===== config.mk =====
export PLATFORM = sky130hd
export DESIGN_NAME = mbist_data_decoder
export DESIGN_NICKNAME = d
export VERILOG_FILES = /design/src/rtl/mbist_data_decoder.sv
export SDC_FILE = /design/constraint.sdc
export NUM_CORES = 1
export LEC_CHECK = 0
export CAP_MARGIN = 20
export CELL_PAD_IN_SITES_DETAIL_PLACEMENT = 0
export CELL_PAD_IN_SITES_GLOBAL_PLACEMENT = 1
export CORE_MARGIN = 2
export CORE_UTILIZATION = 21
export DETAILED_ROUTE_END_ITERATION = 12
export PLACE_DENSITY = 0.65
export SYNTH_ARGS = -nofsm -noshare
export SYNTH_HDL_FRONTEND = slang
export SYNTH_SLANG_ARGS = --single-unit

===== constraint.sdc =====
create_clock -name clk -period 0.8 [get_ports clk]
set_input_delay 0.24 -clock clk [delete_from_list [all_inputs] [get_ports clk]]
set_output_delay 0.24 -clock clk [all_outputs]
set_load 0.03 [all_outputs]

===== src/rtl/mbist_data_decoder.sv =====
// MBIST data background decoder: registers a per-byte background pattern selected
// by a 3-bit code and replicates it across the data word; illegal codes flag sel_err.
module mbist_data_decoder #(
  parameter int DATA_WIDTH = 8
) (
  input  logic                  clk,
  input  logic                  rst_n,
  input  logic [2:0]            q,
  input  logic                  q_valid,
  output logic [DATA_WIDTH-1:0] data_t,
  output logic                  data_valid,
  output logic                  sel_err
);

  // DATA_WIDTH must be a multiple of 8; any remainder bits would be left at zero.
  localparam int NBYTES = DATA_WIDTH / 8;

  logic [7:0]            byte_pat_d;
  logic                  sel_err_d;
  logic [DATA_WIDTH-1:0] data_d;
  logic [DATA_WIDTH-1:0] data_q;
  logic                  data_valid_q;
  logic                  sel_err_q;

  always_comb begin
    byte_pat_d = 8'h00;
    sel_err_d  = 1'b0;
    case (q)
      3'b000:  byte_pat_d = 8'b1010_1010;
      3'b001:  byte_pat_d = 8'b0101_0101;
      3'b010:  byte_pat_d = 8'b1111_0000;
      3'b011:  byte_pat_d = 8'b0000_1111;
      3'b100:  byte_pat_d = 8'b0000_0000;
      3'b101:  byte_pat_d = 8'b1111_1111;
      default: begin
        byte_pat_d = 8'h00;
        sel_err_d  = 1'b1;
      end
    endcase
  end

  always_comb begin
    data_d = '0;
    for (int i = 0; i < NBYTES; i++) begin
      data_d[i*8 +: 8] = byte_pat_d;
    end
  end

  // data_t holds across idle cycles; the valid/error strobes only mark fresh loads.
  always_ff @(posedge clk or negedge rst_n) begin
    if (!rst_n) begin
      data_q       <= '0;
      data_valid_q <= 1'b0;
      sel_err_q    <= 1'b0;
    end else if (q_valid) begin
      data_q       <= data_d;
      data_valid_q <= 1'b1;
      sel_err_q    <= sel_err_d;
    end else begin
      data_valid_q <= 1'b0;
      sel_err_q    <= 1'b0;
    end
  end

  assign data_t     = data_q;
  assign data_valid = data_valid_q;
  assign sel_err    = sel_err_q;

endmodule


==> out/metrics.csv, run 1 <==
stage,metric,value,unit
outcome,status,finished with violations,
outcome,violated checks,negative setup slack,
sta,fin crit share,131.2,%
cts,CTS buffer count,3,
worst_setup_path,CP max stage cell,dfrtp_2,
global_route,vias in the first global route,223,
die,Starting Density,21.99,%
synth,synth top area cells,"dfrtp_1 (54%), buf_4 (13%), a21oi_1 (7.2%), nor2_1 (5.4%), nor2b_2 (3.1%)",
sta,RSZ-0062 raised after global routing,yes,
synth,Synth Area in Compound Gates,11.21,%
drt,DRT Wirelength,591,um
cells_and_area,area grow syn2layout,82.51,%
sta,Final WS setup,-0.2497,ns
cells_and_area,most frequent cells in the layout,"buf_6 (11), buf_4 (6), nor2_1 (4), dfrtp_2 (4)",
sta,Hold Fails Final Rpt,0,
power_and_ir_drop,Clock Power Share,29.6,%
power_and_ir_drop,Tot Pwr,0.9448,mW
cts,clk_lat worst skew,0.24,ns
power_and_ir_drop,Int Pwr,0.6525,mW
power_and_ir_drop,NetSw,0.2923,mW
power_and_ir_drop,Comb power frac,32.2,%
cts,hold buffers post-CTS,0,
cells_and_area,share of layout cells above drive strength 1,56.25,%
synth,Synth Register Bits,6,
place,port buffer count,15,
synth,Synth Warn #,0,
die,die width,40.45,um
power_and_ir_drop,part of the power in registers,38.2,%
die,IO Pins,16,
power_and_ir_drop,Net Sw Frac,30.94,%
synth,mux share of post-synthesis cell area,0,%
worst_setup_path,"Req. time, crit path",0.56,ns
worst_setup_path,WP data arrival,0.81,ns
cts,H-tree depth,1,
cells_and_area,final core occ,40.14,%
global_route,largest net degree at the start of global routing,11,
drt,routed via count,266,
sta,Final Setup Violations,11,
die,Die Area,1636,um2
synth,post-synthesis simple-gate area fraction,20.18,%
synth,largest family of logic cells by synthesized area,simple AND/OR/NAND/NOR gates,
worst_setup_path,slowest cell delay on critical path,0.42,ns
worst_setup_path,CP Capture Type,primary output,
synth,Post-Syn Nets,35,
job,MaxCap Viol Count,0,
drt,DRT antenna net count,0,
synth,Synth Cell Area,279.0,um2
worst_setup_path,Max Fanout on Critical Path,3,
global_route,global route overflow,0,
synth,"Seq/Total Area, Yosys",53.81,%
sta,worst relative slew slack,80.29,%
worst_setup_path,CP Cell Sequence,buf_6,
cells_and_area,Diodes inserted,0,
drt,vias per std cell,4.222,
power_and_ir_drop,Pleak,0.2445,nW
cts,clock root cell,clkbuf_4,
power_and_ir_drop,worst vdd ir,0.4320,mV
cts,Worst-path clk slew,0.05,ns
sta,Clock Skews,0,ns
synth,unique cell type count in the Yosys netlist,13,
cells_and_area,"commonest non-fill, non-tap cell in the layout",buf_6,
cts,Sink Count,6,
synth,Synth Area in XOR/XNOR,0,%
die,row cnt,13,
die,Core Region,1269,um2
sta,worst-margin pin slew,0.2956,ns
place,Post-Place Worst Slack,-0.6662,ns
drt,wire per inst,9.381,um
cts,Longest Clk Path Bufs,2,
cells_and_area,cell area after layout,509.2,um2
worst_setup_path,Startpoint Class,flip-flop,
sta,Achievable Freq,0.9527,GHz
synth,top-area cell type share of the netlist area,53.81,%
global_route,GRT Util Overall,8.924,%
die,Die Ht,40.45,um
synth,post-synthesis adder-cell area fraction,0,%
worst_setup_path,Reg2Reg Depth,2,
place,post-placement cell area,425.4,um2
cells_and_area,NumNets Final,56,
place,GP Congestion,0.6097,
worst_setup_path,Worst Setup Path Type,flip-flop to primary output,
drt,DRC viols,0,
sta,"Slew Viols, Final",0,
drt,1st-iter DRT viols,1,
worst_setup_path,CP bufs+invs,1,
worst_setup_path,crit-path leading delay family,flip-flops,
synth,leading area contributor after synthesis,dfrtp_1,
cts,CTS tree,built,
worst_setup_path,Stages on worst setup path,1,
drt,DRT Pass-1 Iters,3,
sta,Final Critical Period,1.050,ns
synth,cells after synthesis,29,
power_and_ir_drop,pwr dens,1855,nW/um2
synth,Post-Syn Area per Cell,9.621,um2
global_route,initial antenna violation count,0,
hold_path,class of the worst hold path,input pin to async pin,
global_route,first-pass GRT wire length,876,um
sta,setup TNS,-2.376,ns
-- synthesized netlist by cell type --
| master | n |
|---|---|
| a21oi_1 | 4 |
| a31oi_1 | 1 |
| and2b_1 | 1 |
| and3_1 | 1 |
| buf_4 | 5 |
| dfrtp_1 | 6 |
| inv_1 | 1 |
| nand2_1 | 2 |
| nand3_1 | 1 |
| nor2_1 | 4 |
| nor2b_2 | 1 |
| o21ai_0 | 1 |
| or3_1 | 1 |
-- worst reg2reg max path: stages, from the launching register on --
cell and delay (ns):
dfrtp_2 0.42, nor2_1 0.10, a21oi_1 0.05
-- path summary, 6_finish.rpt --
| path | startpoint | to | slack, ns |
|---|---|---|---|
| worst max-delay path | data_t[3] | data_t[3] | -0.25 |
| worst min-delay path | rst_n | data_valid | 0.23 |
| worst max register to register | data_t[5] | data_t[5] | 0.10 |
| worst min register to register | data_t[2] | data_t[2] | 0.57 |
| max in group asynchronous | rst_n | data_t[3] | 0.34 |
| min in group clk | q[0] | data_t[2] | 0.33 |
-- state kept, by name, summed over array words and instances (netlist names) --
name,count
sel_err,1
data_valid,1
data_t,4
-- routing by layer --
metal  track usage, %  part of all wire, %  wire (um)  vias to the layer above
met5                0                    0          0                        -
met4            10.00                  2.0         12                        0
met3            5.000                  6.6         39                        2
met2            11.11                   55        327                       11
met1            9.732                   36        211                      123
li1                 -                    -          -                      130
-- stage by stage --
stage	std cells	hold slack [ns]
2_1_floorplan	29	-0.05559
3_3_place_gp	58	0.4925
3_5_place_dp	58	0.4962
4_1_cts	61	0.2306
5_1_grt	63	0.2493
6_report	63	0.2291
-- cell type report --
class	count	area, um2
Timing Repair Buffer	21	212.7
Inverter	1	3.754
Sequential cell	6	155.1
Fill cell	133	759.5
Multi-Input combinational cell	17	96.34
Clock buffer	3	22.52
Tap cell	15	18.77
-- cells by family after synthesis --
kind of cell / after synthesis
simple gates: 11
flops: 6
compound gates: 6
buf+inv: 6
-- what timing repair did --
action | CTS | global route
setup buffers | 0 | 2
setup endpoints to repair | 15 | 13
gates cloned | 0 | 0
gates resized for setup | 19 | 7
pin swaps | 1 | 2
-- power groups by stage --
stage	clock, mW	combinational (mW)	sequential (mW)
5_1_grt	0.309	0.326	0.363
2_1_floorplan	0	0.127	0.410
3_5_place_dp	0	0.268	0.357
4_1_cts	0.295	0.295	0.362
3_3_place_gp	0	0.268	0.355
6_report	0.279	0.305	0.361
(Power assumes the default switching activity.)
==> run 2: changes to the inputs <==
--- a/config.mk
+++ b/config.mk
@@ -5,6 +5,7 @@
 export SDC_FILE = /design/constraint.sdc
 export NUM_CORES = 1
 export LEC_CHECK = 0
+export ABC_CLOCK_PERIOD_IN_PS = 800
 export CAP_MARGIN = 20
 export CELL_PAD_IN_SITES_DETAIL_PLACEMENT = 0
 export CELL_PAD_IN_SITES_GLOBAL_PLACEMENT = 1
==> results of run 2 <==
No change in the layout: final DEF, timing and power equal those of run 1.
==> run 3: changes to the inputs <==
--- a/config.mk
+++ b/config.mk
@@ -9,9 +9,10 @@
 export CAP_MARGIN = 20
 export CELL_PAD_IN_SITES_DETAIL_PLACEMENT = 0
 export CELL_PAD_IN_SITES_GLOBAL_PLACEMENT = 1
-export CORE_MARGIN = 2
-export CORE_UTILIZATION = 21
+export CORE_AREA = 2 2 39 41
+export CTS_BUF_LIST = sky130_fd_sc_hd__clkbuf_4 sky130_fd_sc_hd__clkbuf_8
 export DETAILED_ROUTE_END_ITERATION = 12
+export DIE_AREA = 0 0 41 43
 export PLACE_DENSITY = 0.65
 export SYNTH_ARGS = -nofsm -noshare
 export SYNTH_HDL_FRONTEND = slang
==> run 3 against run 2 <==
Compared with the run above: the flow still finishes with violations (negative setup slack); highest routed layer unchanged; setup slack better by 0.013 ns; routed wire length shrank 8.8%; largest power group unchanged; flip-flop and latch count stayed put; largest cell class unchanged; sequential power about the same; clock skew unchanged; combinational power is essentially flat; worst hold slack better by 0.016 ns; die area up 7.7%.
==> out/metrics.csv, run 3 (synthesized netlist as in run 1, its figures left out) <==
stage,metric,value,unit,change
cts,Worst-path clk slew,0.04,ns,about the same
cells_and_area,NumNets Final,55,,-1.8%
cells_and_area,Filler cells,138,,+3.8%
die,row cnt,14,,+1
cts,Sink Count,6,,unchanged
cells_and_area,area grow syn2layout,81.17,%,
global_route,vias in the first global route,218,,-2.2%
place,post-placement cell area,426.7,um2,+0.29%
global_route,global route overflow,0,,unchanged
global_route,first-pass GRT wire length,890,um,+1.6%
die,Die Area,1763,um2,+7.7%
sta,Achievable Freq,0.9646,GHz,+1.3%
drt,DRT antenna net count,0,,unchanged
cts,clock root cell,clkbuf_4,,
outcome,status,finished with violations,,
drt,M1 WL,244,um,+16%
cells_and_area,cell area after layout,505.5,um2,-0.74%
worst_setup_path,crit path launch,data_t[3],,
cts,CTS buffer count,3,,unchanged
cells_and_area,most frequent cells in the layout,"buf_6 (11), buf_4 (5), dfrtp_2 (4)",,
drt,routed wl met3,60,um,+54%
cells_and_area,"commonest non-fill, non-tap cell in the layout",buf_6,,
hold_path,class of the worst hold path,input pin to async pin,,
worst_setup_path,Worst Setup Path Type,flip-flop to primary output,,
worst_setup_path,WP data arrival,0.80,ns,about the same
drt,vias per std cell,4.032,,-4.5%
worst_setup_path,flop2flop setup slack,0.09,ns,about the same
sta,Final Critical Period,1.037,ns,-0.01298 ns
worst_setup_path,CP bufs+invs,1,,unchanged
cells_and_area,share of layout cells above drive strength 1,57.45,%,+1.2 points
job,MaxCap Viol Count,0,,unchanged
worst_setup_path,slowest cell delay on critical path,0.42,ns,about the same
place,Post-Place Worst Slack,-0.6669,ns,-0.0006770 ns
drt,wire length on met2,221,um,-32%
worst_setup_path,CP max stage cell,dfrtp_2,,
worst_setup_path,"Req. time, crit path",0.56,ns,about the same
drt,routed via count,254,,-4.5%
sta,fin crit share,129.6,%,-1.6 points
sta,setup TNS,-2.240,ns,+0.1363 ns
die,IO Pins,16,,unchanged
power_and_ir_drop,worst vdd ir,0.4788,mV,+11%
drt,1st-iter DRT viols,3,,+2
power_and_ir_drop,pwr dens,1819,nW/um2,-1.9%
power_and_ir_drop,Pleak,0.2396,nW,-2.0%
worst_setup_path,Startpoint Class,flip-flop,,
sta,Hold Fails Final Rpt,0,,unchanged
sta,Clock Skews,0,ns,unchanged
cts,Longest Clk Path Bufs,2,,unchanged
cells_and_area,Diodes inserted,0,,unchanged
worst_setup_path,Max Fanout on Critical Path,3,,unchanged
cts,H-tree depth,1,,unchanged
sta,Final WS setup,-0.2367,ns,+0.01298 ns
global_route,initial antenna violation count,0,,unchanged
sta,worst relative slew slack,79.08,%,-1.2 points
cts,hold buffers post-CTS,0,,unchanged
global_route,largest net degree at the start of global routing,11,,unchanged
place,GP Congestion,0.6557,,+7.5%
cells_and_area,max FFs per register,4,,unchanged
sta,RSZ-0062 raised after global routing,yes,,
cts,clk_lat worst skew,0.23,ns,about the same
die,Starting Density,20.16,%,-1.8 points
die,die width,41,um,+1.4%
drt,wire per inst,8.556,um,-8.8%
drt,max layer used,met4,,
drt,DRT Wirelength,539,um,-8.8%
outcome,violated checks,negative setup slack,,
worst_setup_path,worst setup path endpoint,data_t[1],,
sta,worst-margin pin slew,0.3138,ns,+0.01819 ns
die,Die Ht,43,um,+6.3%
sta,Final Setup Violations,11,,unchanged
worst_setup_path,Stages on worst setup path,1,,unchanged
worst_setup_path,CP Capture Type,primary output,,
drt,DRC viols,0,,unchanged
drt,DRT Pass-1 Iters,2,,-1
sta,worst hold slack,0.2450,ns,+0.01585 ns
cells_and_area,final core occ,36.53,%,-3.6 points
worst_setup_path,R2R Path Start,data_t[3],,
worst_setup_path,CP Cell Sequence,buf_6,,
place,port buffer count,15,,unchanged
worst_setup_path,Reg2Reg Depth,2,,unchanged
sta,"Slew Viols, Final",0,,unchanged
global_route,GRT Util Overall,7.677,%,-1.2 points
worst_setup_path,capture point of the worst reg-to-reg path,data_t[3],,
die,Core Region,1384,um2,+9.1%
cts,CTS tree,built,,
worst_setup_path,crit-path leading delay family,flip-flops,,
-- run 3: changes by cell type in the layout (fill, tap and decap cells not counted) --
cell    previous run  this run
buf_4              6         5
nor2_1             4         3
nor2_2             0         1
-- run 3: final cells by class --
cell class	count	area (um2)	area share [%]
Tap cell	16	20.02	3.960
Clock buffer	3	22.52	4.455
Multi-Input combinational cell	17	98.84	19.55
Sequential cell	6	155.1	30.69
Inverter	1	3.754	0.7426
Timing Repair Buffer	20	205.2	40.59
-- run 3: power breakdown --
part           internal, mW  switching (mW)
Combinational         0.146           0.158
Sequential            0.335          0.0265
Clock                 0.168          0.0868
-- run 3: routing by layer --
metal	up-vias	GRT usage (%)
li1	129	-
met1	108	10.49
met2	15	9.063
met3	2	3.141
met4	0	6.000
met5	-	0
-- run 3: worst min path at each step --
stage / startpoint / to / slack (ns) / cells after the start
after floorplan: rst_n / data_t[2] / -0.06 / 0
after global placement: rst_n / data_valid / 0.50 / 1
final: rst_n / data_valid / 0.24 / 1
after CTS: rst_n / data_valid / 0.25 / 1
after detailed placement: rst_n / data_valid / 0.50 / 1
after global routing: rst_n / sel_err / 0.25 / 1
-- run 3: stage by stage --
step                power [mW]  std cells
detailed placement      0.6236         59
floorplan               0.5366         29
finish                  0.9197         63
global placement        0.6230         59
global route            0.9730         63
CTS                     0.9250         62
-- run 3: timing repair --
| action | CTS | global route |
|---|---|---|
| endpoints found under the hold margin | 0 | 0 |
| endpoints found under the setup margin | 15 | 13 |
| gates cloned | 0 | 0 |
| buffers inserted | 0 | 1 |
| resized for setup | 20 | 7 |
| pin swaps | 1 | 2 |
